===== config.mk =====
export PLATFORM = sky130hd
export DESIGN_NAME = countdown_monitor
export DESIGN_NICKNAME = d
export VERILOG_FILES = /design/src/rtl/countdown_monitor.sv
export SDC_FILE = /design/constraint.sdc
export NUM_CORES = 1
export LEC_CHECK = 0
export CAP_MARGIN = 20
export CORE_MARGIN = 5
export CORE_UTILIZATION = 40
export CTS_CLUSTER_DIAMETER = 50
export DETAILED_ROUTE_END_ITERATION = 8
export GPL_TIMING_DRIVEN = 0
export PLACE_DENSITY = 0.7
export SKIP_LAST_GASP = 1
export SLEW_MARGIN = 20
export SYNTH_ARGS = -nofsm -noshare
export SYNTH_HDL_FRONTEND = slang
export SYNTH_SLANG_ARGS = --single-unit
export TNS_END_PERCENT = 30

===== constraint.sdc =====
create_clock -name clk -period 3.3 [get_ports clk]
set_clock_uncertainty 0.2 [all_clocks]
set_input_delay 0.825 -clock clk [delete_from_list [all_inputs] [get_ports clk]]
set_output_delay 0.825 -clock clk [all_outputs]
set_load 0.03 [all_outputs]

===== src/rtl/countdown_monitor.sv =====
// Measures cycles from reset/ack to the next rising edge of trigger_in, with a
// MAX_WAIT timeout and a sticky overrun flag for rises that arrive while a result is pending.
module countdown_monitor #(
  parameter int unsigned MAX_WAIT = 255
) (
  input  logic       clk,
  input  logic       rst,
  input  logic       trigger_in,
  input  logic       ack,
  output logic [7:0] latency,
  output logic       valid,
  output logic       timeout,
  output logic       overrun,
  output logic [1:0] dbg_state
);

  typedef enum logic [1:0] {
    ST_WAIT    = 2'd0,
    ST_DONE    = 2'd1,
    ST_TIMEOUT = 2'd2
  } state_t;

  localparam logic [7:0] LIMIT = 8'(MAX_WAIT);

  state_t     state;
  state_t     state_next;
  logic [7:0] cnt;
  logic [7:0] cnt_next;
  logic [7:0] latency_next;
  logic       trig_prev;
  logic       rise;

  assign rise = trigger_in & ~trig_prev;

  // Result handshake: valid (or timeout) stays high and latency stays stable
  // until ack is seen high on a clock edge; that edge retires the result and
  // restarts counting from 0. ack has no effect while no result is pending.
  always_comb begin
    state_next   = state;
    cnt_next     = cnt;
    latency_next = latency;
    case (state)
      ST_WAIT: begin
        if (rise) begin
          latency_next = cnt;
          state_next   = ST_DONE;
        end else if (cnt == LIMIT) begin
          state_next = ST_TIMEOUT;
        end else begin
          cnt_next = cnt + 8'd1;
        end
      end
      ST_DONE, ST_TIMEOUT: begin
        if (ack) begin
          state_next = ST_WAIT;
          cnt_next   = 8'd0;
        end
      end
      default: begin
        state_next = ST_WAIT;
        cnt_next   = 8'd0;
      end
    endcase
  end

  always_ff @(posedge clk) begin
    if (rst) begin
      state     <= ST_WAIT;
      cnt       <= 8'd0;
      trig_prev <= 1'b0;
      latency   <= 8'd0;
      overrun   <= 1'b0;
    end else begin
      state     <= state_next;
      cnt       <= cnt_next;
      trig_prev <= trigger_in;
      latency   <= latency_next;
      // A rise that cannot be captured because a result is still pending.
      overrun   <= overrun | (rise & (state != ST_WAIT));
    end
  end

  assign valid     = (state == ST_DONE);
  assign timeout   = (state == ST_TIMEOUT);
  assign dbg_state = state;

endmodule


=== After elaboration in Yosys (flattened, before gate mapping) ===
Index checks and enable logic that the tools add are counted.

* Reductions and logical operators: 6
* Equal/unequal tests: 7
* Order comparisons: 0
* Shift operators: 0
* Bitwise operators: 4
* Add/sub/neg operators: 1
* Mux-type cells: 8
* Divide/modulo/power cells: 0
* Multipliers: 0

{| class="wikitable"
|+ Operator list
! cell !! count
|-
| $mux W8 || 3
|-
| $pmux W8 S2 || 1
|-
| $add A8 B1 Y8 const B || 1
|-
| $eq A8 B8 Y1 const B || 1
|-
| $mux W2 || 3
|-
| $ne A2 B2 Y1 const B || 3
|-
| $pmux W2 S2 || 1
|-
| $reduce_and A2 Y1 || 2
|-
| $ne A3 B3 Y1 const B || 1
|-
| $reduce_and A3 Y1 || 1
|-
| $and A1 B1 Y1 || 2
|-
| $eq A2 B1 Y1 const B || 1
|-
| $eq A2 B2 Y1 const B || 1
|-
| $logic_not A2 Y1 || 1
|-
| $reduce_bool A2 Y1 || 1
|-
| $reduce_or A2 Y1 || 1
|-
| $not A1 Y1 || 1
|-
| $or A1 B1 Y1 || 1
|}

* Memory bits (read-only): 0
* Bits of input ports: 4
* Memories kept: 0
* Bits in registers: 20
* Output and inout port bits: 13
* Latch bits: 0
* Bits in writable memories: 0
* Logic and storage cells: 31

=== Depth between registers and ports, before layout ===
* Depth in word-level cells: 4
* Depth in mapped cells: 7
* Mapped depth without buffers: 6

=== Worst setup path after synthesis ===
OpenSTA, ideal clock, no wires.

* Path kind: register to register
* From: register state[0], in the netlist dbg_state[0]
* To: register cnt[6]
* Setup time: 0.071 ns
* Clock period less this slack: 2.137 ns
* Slack: 1.163 ns
* Path buffers: 0
* Arrival: 1.866 ns
* Stages on the path, launching flop included: 7
* Data required time: 3.029 ns
* Path through: dfxtp_1 > inv_1 > ha_1 > or2b_2 > o2111ai_2 > or4_1 > a21oi_1

* Word-level cells in the longest chain between the ends: 4
* Elaborated cells between the ends (all ways): 9
* Classes of those cells: eq/ne: 5; mux: 1; reduce/logical: 3

{| class="wikitable"
|+ RTL lines
! item !! line !! RTL
|-
| start, declared || 25 || <nowiki>state_t state;</nowiki>
|-
| start signal, assigned || 74 || <nowiki>state <= state_next;</nowiki>
|-
| $eq A2 B1 Y1 or $eq A2 B2 Y1 (tied branches) || 42 || <nowiki>case (state)</nowiki>
|-
| $reduce_or A2 Y1 || 42 ||
|-
| $ne A2 B2 Y1 (no source line) || n/a ||
|-
| $reduce_and A3 Y1 (no source line) || n/a ||
|-
| end signal, assigned || 75 || <nowiki>cnt <= cnt_next;</nowiki>
|-
| end, declared || 27 || <nowiki>logic [7:0] cnt;</nowiki>
|}

Parallel ways exist; a longest one is shown, timed or not.
A chain may end at the register's enable or synchronous reset.

=== Worst setup path after layout ===
* From: register state[0], in the netlist dbg_state[0]
* To: output port timeout

* Word-level cells in the longest chain between the ends: 1

{| class="wikitable"
|+ RTL lines
! item !! line !! RTL
|-
| $eq A2 B2 Y1 || 84 || <nowiki>assign timeout = (state == ST_TIMEOUT);</nowiki>
|-
| end, declared || 12 || <nowiki>output logic timeout,</nowiki>
|}

Every way passes these cells.

==> flow_summary.ini <==
[place]
hpwl_mm = 1.47
place_ws_ns = 0.684
globalplace.congestion = 0.824
port_buffers = 16

[hold_path]
whs_endpoint = latency[1]
hold_path_class = reg2reg
hp-start = latency[1]
min_path_cells = 2

[power_and_ir_drop]
switching_share_pct = 25.4
combPwrFrac_pct = 17.0
power_uw = 549
p_int_uw = 410
ir_worst_vdd_mv = 0.280
power_switching_uw = 140
power_density_nw_per_um2 = 456
cellLeakagePower_uw = 0.000490
seqPwrFrac_pct = 46.7
p_clk_share_pct = 36.3

[drt]
ant_nets = 0
wl_per_cell_um = 13.9
drc_errors = 0
routed_wl_mm = 2.08
drt-initial-drc-count = 9
vias = 841
vias_per_cell = 5.61
first_pass_iters = 4

[job]
max-cap-violations = 0

[synthesis]
synth_nets = 110
ys_top_cells_by_area = dfxtp_1 (42%), mux2i_1 (8.4%), ha_1 (5.2%)
synth_ff_type = dfxtp_1
synth_compound_area_share_pct = 19.1
yosys.area_share.xor_xnor_pct = 0
yosysWarningCount = 0
avgSynthCellArea_um2 = 9.38
synthTopCellsByCount = dfxtp_1 (20), nor2_1 (12), a21oi_1 (8), mux2i_1 (8), nand3_1 (5)
synth-simple-area-share_pct = 20.9
netlist_instances = 102
seq_area_frac_synth_pct = 41.8
synth_top_family_by_area = simple AND/OR/NAND/NOR gates
synth-edff-count = 0
synth.distinct_cells = 35
synth_mux_area_share_pct = 8.37
syn_area_um2 = 957
synth.top_cell.area_share_pct = 41.8
yosysTopAreaCell = dfxtp_1
synthArstFlopShare_pct = 0
yosys.area_share.adder_pct = 5.23
yosys_register_bits = 20
synth_most_common_cell = dfxtp_1

[cts]
ctsResizeCount = 0
hold_buffers = 0
cts_sinks = 20
cts_buffers = 3
clock_latency_ns = 0.30
cts_tree = yes
cts_root_buf = clkbuf_4
clockBufferDepth = 2
h-tree-depth = 1
cts.clk_slew.worst_paths_ns = 0.12
postCtsSetupBuffers = 0

[sta]
finalHoldViolations = 0
finalCritPeriodShare_pct = 78.7
setup_ws_ns = 0.703
slew_headroom_pct = 60.6
timing.fmax_ghz = 0.385
slew_viol_final = 0
rsz0062_at_grt = false
setup_viol = 0
tns_ns = 0
min_period_ns = 2.60
worst_slew_pin_slew_ns = 0.584

[worst_setup_path]
timing.rr.end = cnt[6]
setup.worst_path.end_class = output pin
startpoint_type = flip-flop
ff2ff_path_depth = 6
crit_type = reg2out
rr_startpoint = dbg_state[0]
r2r_slack_ns = 1.18
arrival_ns = 1.57
required_ns = 2.27
path_max_fanout = 3
crit_path_start = dbg_state[0]

[grt]
grt_start_max_net_pins = 13
overflow = 0
grt_usage_pct = 12.8
grt_pass1_vias = 776
grt_first_pass_wirelength_mm = 3.42
grt_antenna_before_repair = 0

[cells_and_area]
drive_above_1_share_pct = 8.20
area_growth_pct = 25.9
utilization_pct = 53.4
fin_nets = 131
n_antenna_cell = 0

[floorplanning]
start_util_pct = 42.5
num_rows = 17
dieArea_um2 = 3470
coreArea_um2 = 2250
die_h_um = 58.9
io_pins = 17
die_w_um = 58.9

[run_status]
status = finished clean
[layer usage]
| metal | share of wire (%) | routed length [um] | track usage (%) | vias to the layer above |
|---|---|---|---|---|
| li1 | - | - | - | 413 |
| met1 | 46 | 950 | 15.3 | 404 |
| met2 | 49 | 1010 | 21.3 | 22 |
| met3 | 4.2 | 88 | 2.85 | 2 |
| met4 | 1.4 | 30 | 6.80 | 0 |
| met5 | 0 | 0 | 0 | - |
[sequential cells by signal, indices dropped and copies added (netlist names)]
register	cells
overrun	1
latency	8
cnt	8
dbg_state	2
trig_prev	1
[worst max-delay path, cell delays in order (launching register included)]
cell and delay [ns]:
dfxtp_1 0.35, inv_1 0.11, ha_1 0.15, clkdlybuf4s50_1 0.67
[power groups by stage]
stage / Combinational [uW] / Clock (uW) / Sequential (uW)
after global routing: 103 / 211 / 258
after CTS: 93.5 / 202 / 256
final: 93.5 / 199 / 257
after detailed placement: 92.3 / 0 / 262
after global placement: 89.8 / 0 / 261
after floorplan: 57.5 / 0 / 268
[how the worst max path moves through the flow]
stage | to | slack, ns | cells past startpoint
finish | timeout | 0.70 | 3
global route | timeout | 0.64 | 3
CTS | timeout | 0.70 | 3
detailed placement | latency[6] | 0.68 | 4
global placement | cnt[1] | 0.70 | 4
floorplan | cnt[6] | 1.16 | 6
[placed cells by master (no fill, tap or decap), types with 2 or more instances in the layout]
master           count
ha_1                 4
clkbuf_4             3
mux2i_1              8
a21oi_1              8
or3_1                2
a311oi_1             3
o21a_1               2
dfxtp_1             20
nand2_1              4
nand2b_1             4
nand3_1              5
nor2b_1              3
inv_1                4
nor2_1              12
clkdlybuf4s50_1     16
buf_2                2
[final cells by class]
type	count	area [um^2]
inverters	4	15.0
fillers	220	1050
well taps	28	35.0
clock buffers	3	22.5
repair buffers	16	160
multi-input cells	73	513
clock inverters	1	30.0
flip-flops and latches	20	400
plain buffers	5	28.8
[cell families after synthesis]
| group | count (synthesis) |
|---|---|
| and+or+nand+nor | 36 |
| muxes | 8 |
| AOI/OAI and AO/OA | 25 |
| DFF | 20 |
| adders and majority gates | 4 |
| buffers and inverters | 9 |
[stage by stage]
| stage | cell area, um^2 | instances | hold slack [ns] |
|---|---|---|---|
| global placement | 1150 | 146 | 0.273 |
| floorplan | 957 | 102 | 0.270 |
| global route | 1200 | 150 | 0.350 |
| finish | 1200 | 150 | 0.309 |
| detailed placement | 1150 | 146 | 0.284 |
| CTS | 1200 | 150 | 0.312 |
No activity file was read; power rests on OpenSTA's default activity.
